<file path="src/rtl/axis_frame_arb_mux.sv">
// rtl/axis_frame_arb_mux.sv - four-source round-robin frame arbiter feeding one registered stream output
module axis_frame_arb_mux #(
   parameter int DATA_WIDTH = 8
) (
   input  logic                  clk,
   input  logic                  rst,
   input  logic [DATA_WIDTH-1:0] input_0_axis_tdata,
   input  logic                  input_0_axis_tvalid,
   output logic                  input_0_axis_tready,
   input  logic                  input_0_axis_tlast,
   input  logic                  input_0_axis_tuser,
   input  logic [DATA_WIDTH-1:0] input_1_axis_tdata,
   input  logic                  input_1_axis_tvalid,
   output logic                  input_1_axis_tready,
   input  logic                  input_1_axis_tlast,
   input  logic                  input_1_axis_tuser,
   input  logic [DATA_WIDTH-1:0] input_2_axis_tdata,
   input  logic                  input_2_axis_tvalid,
   output logic                  input_2_axis_tready,
   input  logic                  input_2_axis_tlast,
   input  logic                  input_2_axis_tuser,
   input  logic [DATA_WIDTH-1:0] input_3_axis_tdata,
   input  logic                  input_3_axis_tvalid,
   output logic                  input_3_axis_tready,
   input  logic                  input_3_axis_tlast,
   input  logic                  input_3_axis_tuser,
   output logic [DATA_WIDTH-1:0] output_axis_tdata,
   output logic                  output_axis_tvalid,
   input  logic                  output_axis_tready,
   output logic                  output_axis_tlast,
   output logic                  output_axis_tuser,
   output logic [1:0]            grant_port,
   output logic                  busy
);

   typedef enum logic [0:0] {IDLE, ACTIVE} state_t;

   state_t                state_q;
   logic [1:0]            rr_ptr_q;
   logic [1:0]            grant_q;
   logic [DATA_WIDTH-1:0] out_tdata_q;
   logic                  out_tvalid_q;
   logic                  out_tlast_q;
   logic                  out_tuser_q;

   logic [DATA_WIDTH-1:0] in_tdata [4];
   logic [3:0]            in_tvalid;
   logic [3:0]            in_tlast;
   logic [3:0]            in_tuser;

   logic [1:0]            grant_d;
   logic [1:0]            scan_idx;
   logic                  scan_found;
   logic                  out_ready;
   logic                  gnt_ready;
   logic                  xfer;

   assign in_tdata[0] = input_0_axis_tdata;
   assign in_tdata[1] = input_1_axis_tdata;
   assign in_tdata[2] = input_2_axis_tdata;
   assign in_tdata[3] = input_3_axis_tdata;
   assign in_tvalid   = {input_3_axis_tvalid, input_2_axis_tvalid, input_1_axis_tvalid, input_0_axis_tvalid};
   assign in_tlast    = {input_3_axis_tlast,  input_2_axis_tlast,  input_1_axis_tlast,  input_0_axis_tlast};
   assign in_tuser    = {input_3_axis_tuser,  input_2_axis_tuser,  input_1_axis_tuser,  input_0_axis_tuser};

   // Round-robin pick: first requesting source at or after rr_ptr, wrapping modulo 4
   always_comb begin
      grant_d    = rr_ptr_q;
      scan_idx   = rr_ptr_q;
      scan_found = 1'b0;
      for (int i = 0; i < 4; i++) begin
         scan_idx = rr_ptr_q + 2'(i);
         if (!scan_found && in_tvalid[scan_idx]) begin
            scan_found = 1'b1;
            grant_d    = scan_idx;
         end
      end
   end

   // The output register can accept a beat when empty or when its current beat is being taken
   assign out_ready = output_axis_tready | ~out_tvalid_q;
   assign gnt_ready = (state_q == ACTIVE) & out_ready;
   assign xfer      = gnt_ready & in_tvalid[grant_q];

   assign input_0_axis_tready = gnt_ready & (grant_q == 2'd0);
   assign input_1_axis_tready = gnt_ready & (grant_q == 2'd1);
   assign input_2_axis_tready = gnt_ready & (grant_q == 2'd2);
   assign input_3_axis_tready = gnt_ready & (grant_q == 2'd3);

   assign output_axis_tdata  = out_tdata_q;
   assign output_axis_tvalid = out_tvalid_q;
   assign output_axis_tlast  = out_tlast_q;
   assign output_axis_tuser  = out_tuser_q;
   assign grant_port         = grant_q;
   assign busy               = (state_q == ACTIVE);

   // Grant FSM plus output register; a tlast transfer closes the frame and rotates priority
   always_ff @(posedge clk) begin
      if (rst) begin
         state_q      <= IDLE;
         rr_ptr_q     <= 2'd0;
         grant_q      <= 2'd0;
         out_tdata_q  <= '0;
         out_tvalid_q <= 1'b0;
         out_tlast_q  <= 1'b0;
         out_tuser_q  <= 1'b0;
      end else begin
         if (xfer) begin
            out_tdata_q  <= in_tdata[grant_q];
            out_tlast_q  <= in_tlast[grant_q];
            out_tuser_q  <= in_tuser[grant_q];
            out_tvalid_q <= 1'b1;
         end else if (out_ready) begin
            out_tvalid_q <= 1'b0;
         end

         case (state_q)
            IDLE: begin
               if (|in_tvalid) begin
                  grant_q <= grant_d;
                  state_q <= ACTIVE;
               end
            end
            ACTIVE: begin
               if (xfer && in_tlast[grant_q]) begin
                  state_q  <= IDLE;
                  rr_ptr_q <= grant_q + 2'd1;
               end
            end
            default: state_q <= IDLE;
         endcase
      end
   end

endmodule

</file>
<file path="config.mk">
export PLATFORM = sky130hd
export DESIGN_NAME = axis_frame_arb_mux
export DESIGN_NICKNAME = d
export VERILOG_FILES = /design/src/rtl/axis_frame_arb_mux.sv
export SDC_FILE = /design/constraint.sdc
export NUM_CORES = 1
export LEC_CHECK = 0
export ABC_AREA = 1
export BUFFER_PORTS_ARGS = -buffer_cell sky130_fd_sc_hd__buf_2
export CORE_MARGIN = 4
export CORE_UTILIZATION = 45
export CTS_CLUSTER_DIAMETER = 120
export CTS_CLUSTER_SIZE = 30
export DETAILED_ROUTE_END_ITERATION = 10
export GPL_TIMING_DRIVEN = 0
export PLACE_DENSITY_LB_ADDON = 0.08
export SLEW_MARGIN = 20
export SYNTH_ARGS = -nofsm -noshare
export SYNTH_HDL_FRONTEND = slang
export SYNTH_SLANG_ARGS = --single-unit
export TNS_END_PERCENT = 20
</file>
<file path="constraint.sdc">
create_clock -name clk -period 2.8 [get_ports clk]
set_clock_uncertainty 0.15 [all_clocks]
set_input_delay 0.42 -clock clk [delete_from_list [all_inputs] [get_ports clk]]
set_output_delay 0.42 -clock clk [all_outputs]
set_load 0.1 [all_outputs]
</file>
**After elaboration in Yosys (flattened, before gate mapping)**

Cells that the tools add are included.

- Bits of input ports: 47
- Memory bits (read-only): 0
- Memories kept: 0
- Bits in registers: 16
- Logic and storage cells: 70
- RAM bits: 0
- Latch bits: 0

- Divide/modulo/power cells: 0
- Bitwise gates (word level): 10
- Equality and inequality tests: 3
- Reduce and logical (&&, ||, !) cells: 12
- Muxes and demuxes: 28
- Add/sub/neg operators: 4
- Magnitude comparators: 6
- $mul: 0
- Shifts and indexed selects: 0

Operators by type and width:

| operator | count |
|---|---|
| 8-bit binary-select mux with 2-bit select | 1 |
| 8-bit 2-to-1 mux | 2 |
| 2-bit by 3-bit < comparator with 1-bit output (second input constant) | 5 |
| 1-bit binary-select mux with 2-bit select | 7 |
| 1-bit 2-to-1 mux | 14 |
| 1-bit bitwise AND | 6 |
| 2-bit 2-to-1 mux | 3 |
| 2-bit by 1-bit adder with 2-bit output (second input constant) | 2 |
| 2-bit adder (second input constant) | 2 |
| 2-bit == test (second input constant) | 2 |
| 1-bit logical AND | 4 |
| 2-bit AND reduction | 2 |
| 4-bit OR reduction | 1 |
| 3-bit >= comparator (second input constant) | 1 |
| 1-bit logical NOT | 3 |
| 2-bit inverter with 3-bit output | 1 |
| 2-bit by 1-bit == test with 1-bit output (second input constant) | 1 |
| 2-bit logical NOT | 1 |
| 1-bit inverter | 2 |
| 1-bit one-hot mux with 2 select lines | 1 |
| 2-bit nonzero test | 1 |
| 1-bit bitwise OR | 1 |

**Depth between registers and ports, before layout**

Gate-level depths: netlist of run 1.

- Word-level depth: 12
- Mapped depth: 12
- Gate-level depth less buffers: 12

**Worst setup path before layout of run 1**

OpenSTA, ideal clock, no wires.

- Path kind: reg-to-output
- From: register grant_q[0], in the netlist grant_port[0]
- To: output port input_2_axis_tready
- Stages on the path, launching flop included: 6
- Path slack: -0.492 ns
- Data arrival time: 2.722 ns
- Cell sequence: dfxtp_1 inv_1 clkbuf_1 ha_1 inv_1 nor2_1

- Word-level cells in the longest chain between the ends: 2

RTL lines:

| what | line | RTL |
|---|---|---|
| from (decl) | 40 | `logic [1:0] grant_q;` |
| from (signal assigned) | 120 | `grant_q <= grant_d;` |
| 2-bit == test | 87 | `assign input_2_axis_tready = gnt_ready & (grant_q == 2'd2);` |
| 1-bit bitwise AND | 87 |  |
| to (decl) | 19 | `output logic input_2_axis_tready,` |

Every way passes these cells.

**Worst setup path after layout of run 1**

- From: register grant_q[1], in the netlist grant_port[1]
- To: output port input_0_axis_tready

- Word-level cells in the longest chain between the ends: 2

RTL lines:

| what | line | RTL |
|---|---|---|
| 2-bit logical NOT | 85 | `assign input_0_axis_tready = gnt_ready & (grant_q == 2'd0);` |
| 1-bit bitwise AND | 85 |  |
| to (decl) | 9 | `output logic input_0_axis_tready,` |

Every way passes these cells.

==> run summary, run 1 <==
DRT Wirelength: 3370 µm
die area: 3580 µm²
worst r2r src: grant_port[0]
Yosys top cell area share: 26.5%
GRT Util Overall: 20.4%
worst hold path type: in2reg
synth unique cells: 22
HP Start: rst
Initial DRC Count: 111
port buffer count: 64
max cap viols: 0
Mapped Cells: 200
Placer Congestion: 0.772
Cell Area, Placed: 1570 µm²
worst r2r dst: busy
Hold Path Sink: grant_port[1]
Slowest-stage cell, CP: buf_2
Syn. warnings: 0
Clock Sinks: 16
post-route design area: 1610 µm²
largest net degree at the start of global routing: 12
fillcell total: 282
CTS Buf Count: 3
H-Tree Depth: 1
final hold violations: 0
Post-synth ARST share: 0%
pins over their slew limit: 0
Most Frequent Cell on Critical Path: inv_1
FF-to-FF path depth: 9
root buf cell: clkbuf_4
Seq/Total Area, Yosys: 26.5%
Post-DRT Antenna Nets: 0
PostCTS Resize Cnt: 0
overall power: 1.18 mW
Via Count: 1441
hpwl dp: 2670 µm
Peak supply drop: 0.448 mV
layout cells sized above 1: 34.5%
Synth Register Bits: 16
crit-path cells: inv_1 -> clkbuf_1 -> ha_1 -> inv_1 -> nor2_2 -> buf_2
Final TNS setup: 0 ns
post-CTS setup buffer count: 0
top-level I/O count: 65
synthesized cell area: 1210 µm²
nets@finish: 319
crit path kind: reg2out
drt first pass iters: 4
Achievable Freq: 386 MHz
Reg2Reg Setup Slack: 0.83 ns
DRC viols: 0
Clk pin slew, worst setup/hold paths: 0.10 ns
cell row count: 18
Hold Crit Depth: 2
top post-synthesis cells by count: nor2_1, nand2_1, o21ai_0
post-synth net total: 251
wire per inst: 11.3 µm
Final setup viols: 0
synthesized area per cell: 6.04 µm²
die height: 59.8 µm
Vias/cell: 4.85
CP max stage delay: 0.43 ns
status: complete, no violations
leading area contributor after synthesis: dfxtp_1
CP max FO: 11
PwrDens: 733 nW/µm²
GRT overflow: 0
Post-synth EDFFs: 0
fin crit share: 92.5%
Horiz. Die Dim: 59.8 µm
slew margin rel.: 65.9%
vias in the first global route: 1337
Antenna diodes: 0
clk buf depth: 2
CTS tree: yes
Initial Utilization: 47.9%
latest clock arrival within the worst-skew pair: 0.29 ns
first-pass GRT wire length: 5700 µm
count leader, synth: nor2_1
leakage: 0.851 nW
Critical Path RT: 2.23 ns
core area: 2520 µm²
crit path capture type: primary output
Worst-Margin Slew: 0.511 ns
unrepaired setup endpoints after global routing: false
Arr. time, crit path: 2.02 ns
min cycle time layout: 2.59 ns
Synth area leaders: dfxtp_1, nor2_1, o21ai_0
antenna violations before repair: 0
crit path launch type: flop
Layout area overhead: 33.0%
cts hold-fix bufs: 0
predominant post-synthesis flop cell: dfxtp_1
## stage by stage
step / setup slack (ns) / std cells / util (%) / hold WS [ns]
floorplan: -0.380 / 200 / - / 0.332
global placement: 0.467 / 294 / 62.4 / 0.303
detailed placement: 0.455 / 294 / 62.4 / 0.302
CTS: 0.105 / 298 / 63.8 / 0.179
global route: 0.0350 / 297 / 63.6 / 0.176
finish: 0.211 / 297 / 63.6 / 0.189
## cells by family after synthesis
family,synth area share (%)
adder cells (fa/ha/maj),4.15
flip-flops,26.5
AO/OA/AOI/OAI,22.5
buffers and inverters,9.33
XOR/XNOR,0.726
AND/OR/NAND/NOR,36.8
## sequential cells by signal (all words and copies together) (netlist names)
signal / flops
output_axis_tvalid: 1
output_axis_tdata: 8
rr_ptr_q: 2
busy: 1
output_axis_tlast: 1
output_axis_tuser: 1
grant_port: 2
## critical path, delay by kind of cell, from the launching register on
kind	cells	cell delay, ns
and+or+nand+nor	1	0.09
buffers and inverters	4	1.01
adders and majority gates	1	0.25
DFF	1	0.39
## worst max path at each step
stage / cells past startpoint / end / slack, ns / start
floorplan: 3 / input_3_axis_tready / -0.38 / grant_port[0]
global placement: 6 / input_0_axis_tready / 0.47 / grant_port[0]
detailed placement: 6 / input_0_axis_tready / 0.45 / grant_port[0]
CTS: 6 / input_0_axis_tready / 0.10 / grant_port[0]
global route: 6 / input_0_axis_tready / 0.03 / grant_port[1]
finish: 6 / input_0_axis_tready / 0.21 / grant_port[1]
## metal layers
metal  part of all wire (%)  track usage [%]  wire (µm)  up-vias
met1                     41             24.3       1370      618
met5                      0                0          0        -
met2                     53             36.0       1770       36
met4                   0.74             6.65         25        0
li1                       -                -          -      783
met3                    5.7             4.10        192        4
## cell usage in the layout, fill, tap and decap left out, types with 7 or more instances in the layout
cell     count
a21oi_1      7
a31oi_1      9
buf_2       68
dfxtp_1     16
inv_1       15
nand2_1     32
nand2_2      9
nand3_1     10
nor2_1      42
o21ai_0     29
## layout make-up
cell class	instances	area [µm²]	area share, %
Sequential cell	16	320	20.0
Clock buffer	4	36.3	2.26
Tap cell	30	37.5	2.34
Timing Repair Buffer	64	320	20.0
Multi-Input combinational cell	156	782	48.7
Inverter	19	73.8	4.60
Buffer	8	35.0	2.18
## report_power, final
group	internal, mW	switching, mW	leakage [nW]	total (mW)
registers	0.266	0.0340	0.132	0.300
clock network	0.0792	0.0766	0.0210	0.156
logic	0.174	0.547	0.699	0.722
No activity file was read; power rests on OpenSTA's default activity.
==> run 2: changes to the inputs <==
Settings changed: CAP_MARGIN from default to 10, CORE_ASPECT_RATIO from default to 0.7.
==> run 2 against run 1 <==
- clock-buffer cell count shrank 1
- clock power grew 12%
- first-iteration DRC count shrank 5.4%
- global-route usage grew 0.68 points
- non-clock buffer count grew 1
- sequential power is essentially flat
- sequential share of layout area shrank 0.17 points
- design area grew 0.86%
- core utilization grew 0.74 points
- power grew 2.3%
- largest power group unchanged
==> run summary, run 2 (same netlist as run 1, synthesis figures left out) <==
Most Frequent Cell on Critical Path: inv_1
layout cells sized above 1: 34.1% (-0.37 points)
max cap viols: 0 (unchanged)
DRT Wirelength: 3560 µm (+5.9%)
CTS tree: yes
Clk pin slew, worst setup/hold paths: 0.06 ns (-0.04 ns)
port buffer count: 64 (unchanged)
pins over their slew limit: 0 (unchanged)
crit path launch type: flop
unrepaired setup endpoints after global routing: false
Vias/cell: 4.96 (+2.2%)
wire per inst: 11.8 µm (+4.5%)
Critical Path RT: 2.23 ns (about the same)
status: complete, no violations
CP max stage delay: 0.44 ns (about the same)
PostCTS Resize Cnt: 0 (unchanged)
GRT overflow: 0 (unchanged)
Layout area overhead: 34.1%
hpwl dp: 2810 µm (+5.5%)
fillcell total: 244 (-13%)
Arr. time, crit path: 2.05 ns (+0.03 ns)
Final TNS setup: 0 ns (unchanged)
Post-DRT Antenna Nets: 0 (unchanged)
CP Buf/Inv Count: 4 (unchanged)
Slowest-stage cell, CP: buf_2
commonest cells after routing, fill and taps aside: buf_2, nor2_1, nand2_1, o21ai_0, dfxtp_1
min cycle time layout: 2.62 ns (+0.0325 ns)
nets@finish: 320 (+0.31%)
CTS Buf Count: 3 (unchanged)
Crit path max-delay family: buffers and inverters
Largest register FFs: 8 (unchanged)
crit path kind: reg2out
largest net degree at the start of global routing: 12 (unchanged)
drt first pass iters: 4 (unchanged)
Initial Utilization: 48.0% (+0.14 points)
post-route design area: 1620 µm² (+0.86%)
Levels on crit path: 6 (unchanged)
number of cells after detailed placement: 298 (+1.4%)
Hold WS: 0.247 ns (+0.0581 ns)
die area: 3590 µm² (+0.37%)
first-pass GRT wire length: 6040 µm (+5.9%)
core area: 2510 µm² (-0.30%)
slew margin rel.: 64.0% (-2.0 points)
CP max FO: 11 (unchanged)
Horiz. Die Dim: 69.9 µm (+17%)
root buf cell: clkbuf_8
Cell Area, Placed: 1580 µm² (+0.32%)
clk buf depth: 2 (unchanged)
cell row count: 15 (-3)
most common cell after layout, fill and taps aside: buf_2
top-level I/O count: 65 (unchanged)
Achievable Freq: 381 MHz (-1.2%)
Initial DRC Count: 105 (-5.4%)
Via Count: 1492 (+3.5%)
FF-to-FF path depth: 10 (+1)
PwrDens: 744 nW/µm² (+1.4%)
crit path capture type: primary output
Hold Crit Depth: 2 (unchanged)
Antenna diodes: 0 (unchanged)
Peak supply drop: 0.357 mV (-20%)
H-Tree Depth: 1 (unchanged)
vias in the first global route: 1328 (-0.67%)
cts hold-fix bufs: 0 (unchanged)
post-CTS setup buffer count: 0 (unchanged)
GRT Util Overall: 21.0% (+0.68 points)
worst hold path type: in2reg
Placer Congestion: 0.786 (+1.9%)
antenna violations before repair: 0 (unchanged)
DRC viols: 0 (unchanged)
fin cells: 301 (+1.3%)
crit-path cells: inv_1 -> clkbuf_1 -> ha_1 -> inv_1 -> nor2_2 -> buf_2
final hold violations: 0 (unchanged)
fin crit share: 93.6% (+1.2 points)
Worst-Margin Slew: 0.540 ns (+0.0295 ns)
latest clock arrival within the worst-skew pair: 0.25 ns (-0.04 ns)
Final setup viols: 0 (unchanged)
Clock Sinks: 16 (unchanged)
leakage: 0.853 nW (+0.21%)
die height: 51.3 µm (-14%)
run 2: final cells by class:
class | count | area, µm² | share of cell area (%)
Inverter | 19 | 73.8 | 4.56
Sequential cell | 16 | 320 | 19.8
Tap cell | 34 | 42.5 | 2.63
Multi-Input combinational cell | 156 | 782 | 48.3
Clock buffer | 3 | 41.3 | 2.55
Buffer | 9 | 38.8 | 2.40
Timing Repair Buffer | 64 | 320 | 19.8
run 2: final timing paths:
check                    startpoint             endpoint  slack (ns)
setup / recovery      grant_port[0]  input_2_axis_tready        0.18
hold / removal                  rst        grant_port[1]        0.25
setup reg to reg      grant_port[1]                 busy        1.04
hold reg to reg   output_axis_tlast    output_axis_tlast        0.32
run 2: metrics by stage:
stage	power, mW	setup WS [ns]	utilization (%)
after floorplan	0.888	-0.380	-
after global placement	1.03	0.465	62.7
after detailed placement	1.03	0.465	62.7
after CTS	1.20	0.180	64.4
after global routing	1.29	0.0829	64.4
final	1.20	0.179	64.4
run 2: worst register-to-register path, cell delays in order, from the launching register on:
cell,delay [ns]
dfxtp_1,0.46
inv_1,0.10
nor2_1,0.10
o21ai_1,0.07
a21oi_1,0.16
buf_2,0.22
nand2_1,0.18
nand2_1,0.10
nand2_1,0.05
nand2_1,0.05
inv_1,0.04
run 2: routing by layer:
metal / global-route usage (%) / vias up / part of all wire, %
met5: 0 / - / 0
met4: 4.14 / 0 / 0.67
met3: 6.88 / 4 / 9.2
met2: 30.4 / 62 / 39
met1: 30.3 / 641 / 51
li1: - / 785 / -
run 2: report_power, final:
| part | internal (mW) | total (mW) | switching (mW) |
|---|---|---|---|
| clock network | 0.0955 | 0.174 | 0.0785 |
| logic | 0.174 | 0.729 | 0.555 |
| registers | 0.266 | 0.300 | 0.0345 |
| total | 0.536 | 1.20 | 0.668 |
